[src/rtl/tdc_cfg_seq.sv]
// tdc_cfg_seq: writes a shadow table of TDC configuration registers over a CSN/WRN bus.
// Optional macro TDC_CFG_AUTOSTART_EN: run one sequence automatically after reset release.
module tdc_cfg_seq #(
    parameter int NUM_REGS  = 7,
    parameter int ADDR_W    = 4,
    parameter int DATA_W    = 28,
    parameter int NUM_STOP  = 4,
    parameter int SETUP_CYC = 1,
    parameter int WR_CYC    = 2,
    parameter logic [NUM_REGS*DATA_W-1:0] INIT_TABLE = '0
) (
    input  logic              clk,
    input  logic              reset_n,
    input  logic              start,
    input  logic              cfg_we,
    input  logic [ADDR_W-1:0] cfg_idx,
    input  logic [DATA_W-1:0] cfg_wdata,
    output logic              CSN,
    output logic              WRN,
    output logic [ADDR_W-1:0] addr,
    output logic [DATA_W-1:0] data,
    output logic              busy,
    output logic              flag,
    output logic [NUM_STOP-1:0] StopDis
);
    typedef enum logic [2:0] {IDLE, SETUP, STROBE, HOLD, GAP, DONE} state_t;
    state_t              r_state;
    logic [3:0]          r_cnt;
    logic [ADDR_W-1:0]   r_idx;
    logic                r_csn;
    logic                r_wrn;
    logic                r_busy;
    logic                r_flag;
    logic [ADDR_W-1:0]   r_addr;
    logic [DATA_W-1:0]   r_data;
    logic [NUM_STOP-1:0] r_stop;
    logic [DATA_W-1:0]   r_tbl [NUM_REGS];
    logic                w_start;
    logic                w_accept;
    logic                w_tbl_we;
    logic [ADDR_W-1:0]   w_ridx;
    logic [DATA_W-1:0]   w_rd;

`ifdef TDC_CFG_AUTOSTART_EN
    logic [1:0] r_auto;
    // one-shot pulse in the second cycle after reset release
    always_ff @(posedge clk or negedge reset_n) begin
        if (!reset_n) r_auto <= 2'b00;
        else          r_auto <= {r_auto[0], 1'b1};
    end
    assign w_start = start | (r_auto == 2'b01);
`else
    assign w_start = start;
`endif

    assign w_accept = w_start && (r_state == IDLE || r_state == DONE);
    assign w_tbl_we = cfg_we && !r_busy && (32'(cfg_idx) < NUM_REGS);
    assign w_ridx   = (r_state == GAP) ? r_idx + ADDR_W'(1) : '0;

    // table read for the next register, bypassing a same-cycle write when starting
    always_comb begin
        w_rd = '0;
        for (int i = 0; i < NUM_REGS; i++)
            if (w_ridx == ADDR_W'(i)) w_rd = r_tbl[i];
        if (w_accept && cfg_we && cfg_idx == '0) w_rd = cfg_wdata;
    end

    // shadow table: writable only while no sequence runs
    always_ff @(posedge clk or negedge reset_n) begin
        if (!reset_n) begin
            for (int i = 0; i < NUM_REGS; i++) r_tbl[i] <= INIT_TABLE[i*DATA_W +: DATA_W];
        end else if (w_tbl_we) begin
            for (int i = 0; i < NUM_REGS; i++)
                if (cfg_idx == ADDR_W'(i)) r_tbl[i] <= cfg_wdata;
        end
    end

    // write sequencer with registered bus outputs
    always_ff @(posedge clk or negedge reset_n) begin
        if (!reset_n) begin
            r_state <= IDLE;
            r_cnt   <= '0;
            r_idx   <= '0;
            r_csn   <= 1'b1;
            r_wrn   <= 1'b1;
            r_addr  <= '0;
            r_data  <= '0;
            r_busy  <= 1'b0;
            r_flag  <= 1'b0;
            r_stop  <= '1;
        end else begin
            case (r_state)
                IDLE, DONE: begin
                    if (w_accept) begin
                        r_state <= SETUP;
                        r_cnt   <= '0;
                        r_idx   <= '0;
                        r_csn   <= 1'b0;
                        r_wrn   <= 1'b1;
                        r_addr  <= '0;
                        r_data  <= w_rd;
                        r_busy  <= 1'b1;
                        r_flag  <= 1'b0;
                        r_stop  <= '1;
                    end
                end
                SETUP: begin
                    if (r_cnt == 4'(SETUP_CYC - 1)) begin
                        r_state <= STROBE;
                        r_cnt   <= '0;
                        r_wrn   <= 1'b0;
                    end else begin
                        r_cnt <= r_cnt + 4'd1;
                    end
                end
                STROBE: begin
                    if (r_cnt == 4'(WR_CYC - 1)) begin
                        r_state <= HOLD;
                        r_wrn   <= 1'b1;
                    end else begin
                        r_cnt <= r_cnt + 4'd1;
                    end
                end
                HOLD: begin
                    r_state <= GAP;
                    r_csn   <= 1'b1;
                end
                GAP: begin
                    if (r_idx == ADDR_W'(NUM_REGS - 1)) begin
                        r_state <= DONE;
                        r_busy  <= 1'b0;
                        r_flag  <= 1'b1;
                        r_stop  <= '0;
                    end else begin
                        r_state <= SETUP;
                        r_cnt   <= '0;
                        r_idx   <= w_ridx;
                        r_csn   <= 1'b0;
                        r_addr  <= w_ridx;
                        r_data  <= w_rd;
                    end
                end
                default: r_state <= IDLE;
            endcase
        end
    end

    assign CSN     = r_csn;
    assign WRN     = r_wrn;
    assign addr    = r_addr;
    assign data    = r_data;
    assign busy    = r_busy;
    assign flag    = r_flag;
    assign StopDis = r_stop;
endmodule

[config.mk]
export PLATFORM = sky130hd
export DESIGN_NAME = tdc_cfg_seq
export DESIGN_NICKNAME = d
export VERILOG_FILES = /design/src/rtl/tdc_cfg_seq.sv
export SDC_FILE = /design/constraint.sdc
export NUM_CORES = 1
export LEC_CHECK = 0
export ABC_AREA = 1
export CELL_PAD_IN_SITES_DETAIL_PLACEMENT = 2
export CELL_PAD_IN_SITES_GLOBAL_PLACEMENT = 2
export CORE_ASPECT_RATIO = 2
export CORE_MARGIN = 4
export CORE_UTILIZATION = 36
export CTS_CLUSTER_SIZE = 14
export DETAILED_ROUTE_END_ITERATION = 7
export PLACE_DENSITY_LB_ADDON = 0.1
export SLEW_MARGIN = 20
export SYNTH_ARGS = -nofsm -noshare
export SYNTH_HDL_FRONTEND = slang
export SYNTH_SLANG_ARGS = --single-unit
[constraint.sdc]
create_clock -name clk -period 2.9 [get_ports clk]
set_input_delay 0.725 -clock clk [delete_from_list [all_inputs] [get_ports clk]]
set_output_delay 0.725 -clock clk [all_outputs]
set_load 0.02 [all_outputs]
==> impl_metrics.py <==
metrics = {
    "yosys": {
        "syn_inst": 1364,
        "synth_compound_area_share_pct": 12.6,
        "syn_area_mm2": 0.0111,
        "yosys.area_share.xor_xnor_pct": 0.0788,
        "synthAdderAreaFrac_pct": 0.563,
        "synth_top_family_by_area": "simple AND/OR/NAND/NOR gates",
        "synth_edf_count": 0,
        "ys.warnings.count": 0,
        "synth_top_area_cell": "dfrtp_1",
        "ys_seq_area_share_pct": 54.1,
        "synth_top_area_share_pct": 53.4,
        "synth-seq-cells": 240,
        "yosys-top-cells-area": "dfrtp_1 53%, nand2_1 12%, o21ai_0 10%",
        "async_flop_share_pct": 100,
        "synth_ff_type": "dfrtp_1",
        "syn_nets": 1405,
        "synth_mux_area_share_pct": 0,
        "avgSynthCellArea_um2": 8.14,
        "synth_simple_gate_area_share_pct": 24.1,
        "synthDistinctLibCells": 32,
    },
    "floorplan": {
        "core-area_mm2": 0.0303,
        "die_x_um": 132,
        "die_h_um": 256,
        "fp-row-count": 90,
        "io_pins": 76,
        "start_util_pct": 36.7,
        "dieArea_mm2": 0.0339,
    },
    "cts": {
        "clk_path_buf_depth": 3,
        "cts_tree": "built",
        "cts_setup_buffers": 0,
        "clk_root_buffer_cell": "clkbuf_16",
        "clk_pin_slew_ns": 0.07,
        "clk_latency_ns": 0.55,
        "cts.sinks": 240,
        "ctsHoldBuffers": 0,
        "cts-resized-gates": 0,
        "cts_made_buffers": 25,
        "htreeDepth": 1,
    },
    "place": {
        "hpwl_um": 25000,
        "place_congestion": 0.751,
        "port_buffers": 75,
        "dpl-instance-area_mm2": 0.0124,
    },
    "pwr": {
        "p_per_area_mw_per_mm2": 957,
        "p_leak_nw": 6.18,
        "vdd_ir_drop_max_uv": 461,
    },
    "sta": {
        "final_hold_viol_count": 0,
        "setup_viol": 0,
        "post-route-period-util_pct": 89.5,
        "relSlewSlack_pct": 42.2,
        "worst_pin_slew_ns": 0.864,
        "fin_worst_skew_ns": 0.0186,
        "fin_setup_tns_ns": 0,
        "period_minus_slack_ns": 2.59,
        "slew_viol_final": 0,
        "rsz0062_at_grt": "no",
        "max_freq_mhz": 385,
    },
    "global_route": {
        "grt_usage_pct": 23.9,
        "grt_pass1_wl_um": 64600,
        "grt_overflow": 0,
        "grt_start_max_net_pins": 60,
        "antenna_found_initial": 0,
        "grt_pass1_vias": 11600,
    },
    "routing": {
        "wl_um": 39700,
        "vias": 9933,
        "ant_nets": 0,
        "drtIter0Drc": 414,
        "drtPass1Iterations": 4,
        "drc": 0,
        "avgRoutedWirePerCell_um": 22.0,
        "viasPerCell": 5.50,
    },
    "cells_and_area": {
        "nets": 1461,
        "layout_common_cells": "366 x nand2_1, 237 x dfrtp_1, 227 x o21ai_0",
        "nFillCells": 3384,
        "diodes": 0,
        "layout_commonest_cell": "nand2_1",
        "area_growth_pct": 19.8,
        "drive_above_1_share_pct": 8.06,
        "final_area_mm2": 0.0133,
    },
    "setup_path": {
        "cp_max_fo": 30,
        "ff2ff_path_depth": 13,
        "worstPathArrival_ns": 3.03,
        "worstSetupPathType": "reg -> reg",
        "path_cells": "inv_1 -> ha_1 -> clkinv_1 -> buf_4 -> nand3_1 -> nor2_4 -> nand3_1 -> buf_4 -> o21ai_0 -> inv_1 -> nand4_1 -> nand2_1 -> nand2_1",
        "critPathBufInv": 5,
        "worst_ep_required_time_ns": 3.33,
        "worstSetupStartpointType": "flip-flop",
        "slowest_delay_ns": 0.42,
        "cp-end-kind": "flip-flop",
        "worst-path-stages": 13,
        "critPathSlowestCell": "dfrtp_1",
        "crit_family": "buffers and inverters",
    },
    "run_status": {
        "outcome": "completed",
    },
    "min_path": {
        "min_path_type": "in -> async",
    },
    "job": {
        "drv_cap": 0,
    },
}
## cell families after synthesis
kind of cell / after synthesis
flip-flops: 240
buffers and inverters: 232
XOR/XNOR: 1
AND/OR/NAND/NOR: 611
AO/OA/AOI/OAI: 275
adder cells (fa/ha/maj): 5
## cell usage after synthesis, types with 2 or more instances
cell      instances
a21oi_1          35
dfstp_2           3
dfrtp_1         237
buf_2            18
nor2_2            3
ha_1              5
nor2_4            3
or2_2             2
nand4_1          92
inv_2             5
o21ai_1           8
nor2_1           69
buf_6             6
o21ai_0         228
buf_1             3
nand3_2           2
buf_4             4
nand3_1          69
nand2_1         367
clkbuf_1         57
inv_1           136
nor3_1            2
## cell type report
class | count | area, µm² | share of cell area, %
clock buffers | 33 | 696 | 5.23
well taps | 368 | 460 | 3.46
clock inverters | 13 | 224 | 1.68
multi-input cells | 892 | 4170 | 31.3
repair buffers | 118 | 1200 | 9.05
flip-flops and latches | 240 | 6010 | 45.2
inverters | 143 | 539 | 4.05
## worst register-to-register path, cell delays in order, from the launching register on
cell,delay [ns]
dfrtp_1,0.42
inv_1,0.16
ha_1,0.35
clkinv_1,0.12
buf_4,0.19
nand3_1,0.17
nor2_4,0.07
nand3_1,0.11
buf_4,0.37
o21ai_0,0.15
inv_1,0.08
nand4_1,0.11
nand2_1,0.13
nand2_1,0.07
## sequential cells by signal, indices dropped and copies added (netlist names)
register and count:
r_cnt 4, CSN 1, r_state 3, data 28, WRN 1, addr 4, StopDis 1, flag 1
busy 1, r_tbl 196
## routing by layer
layer,vias to the layer above,GRT usage [%],part of all wire [%]
met3,71,2.47,2.5
li1,4553,-,-
met2,144,46.5,56
met4,0,7.69,3.0
met5,-,0,0
met1,5165,26.8,38
## report_power, final
group          internal, W  switching [W]
Clock              0.00222        0.00143
Combinational      0.00145        0.00232
Sequential         0.00455       0.000762
## path summary, 6_finish.rpt
| check | start | to | slack [ns] |
|---|---|---|---|
| worst max-delay path | addr[0] | data[6] | 0.31 |
| worst min-delay path | reset_n | r_tbl[83] | 0.13 |
| worst max register to register | addr[0] | data[6] | 0.31 |
| worst min register to register | CSN | CSN | 0.48 |
| max in group asynchronous | reset_n | r_tbl[60] | 2.04 |
| min in group clk | CSN | CSN | 0.48 |
## per-stage QoR
step | power (W) | hold WS, ns | util [%] | instances | setup slack (ns)
after floorplan | 0.00741 | 0.429 | - | 1364 | 0.659
after global placement | 0.00887 | 0.453 | 40.9 | 1761 | 0.354
after detailed placement | 0.00912 | 0.474 | 40.9 | 1761 | 0.235
after CTS | 0.0129 | 0.126 | 43.9 | 1807 | 0.263
after global routing | 0.0136 | 0.145 | 43.9 | 1807 | 0.104
final | 0.0127 | 0.127 | 43.9 | 1807 | 0.305
No activity file was read; power rests on OpenSTA's default activity.
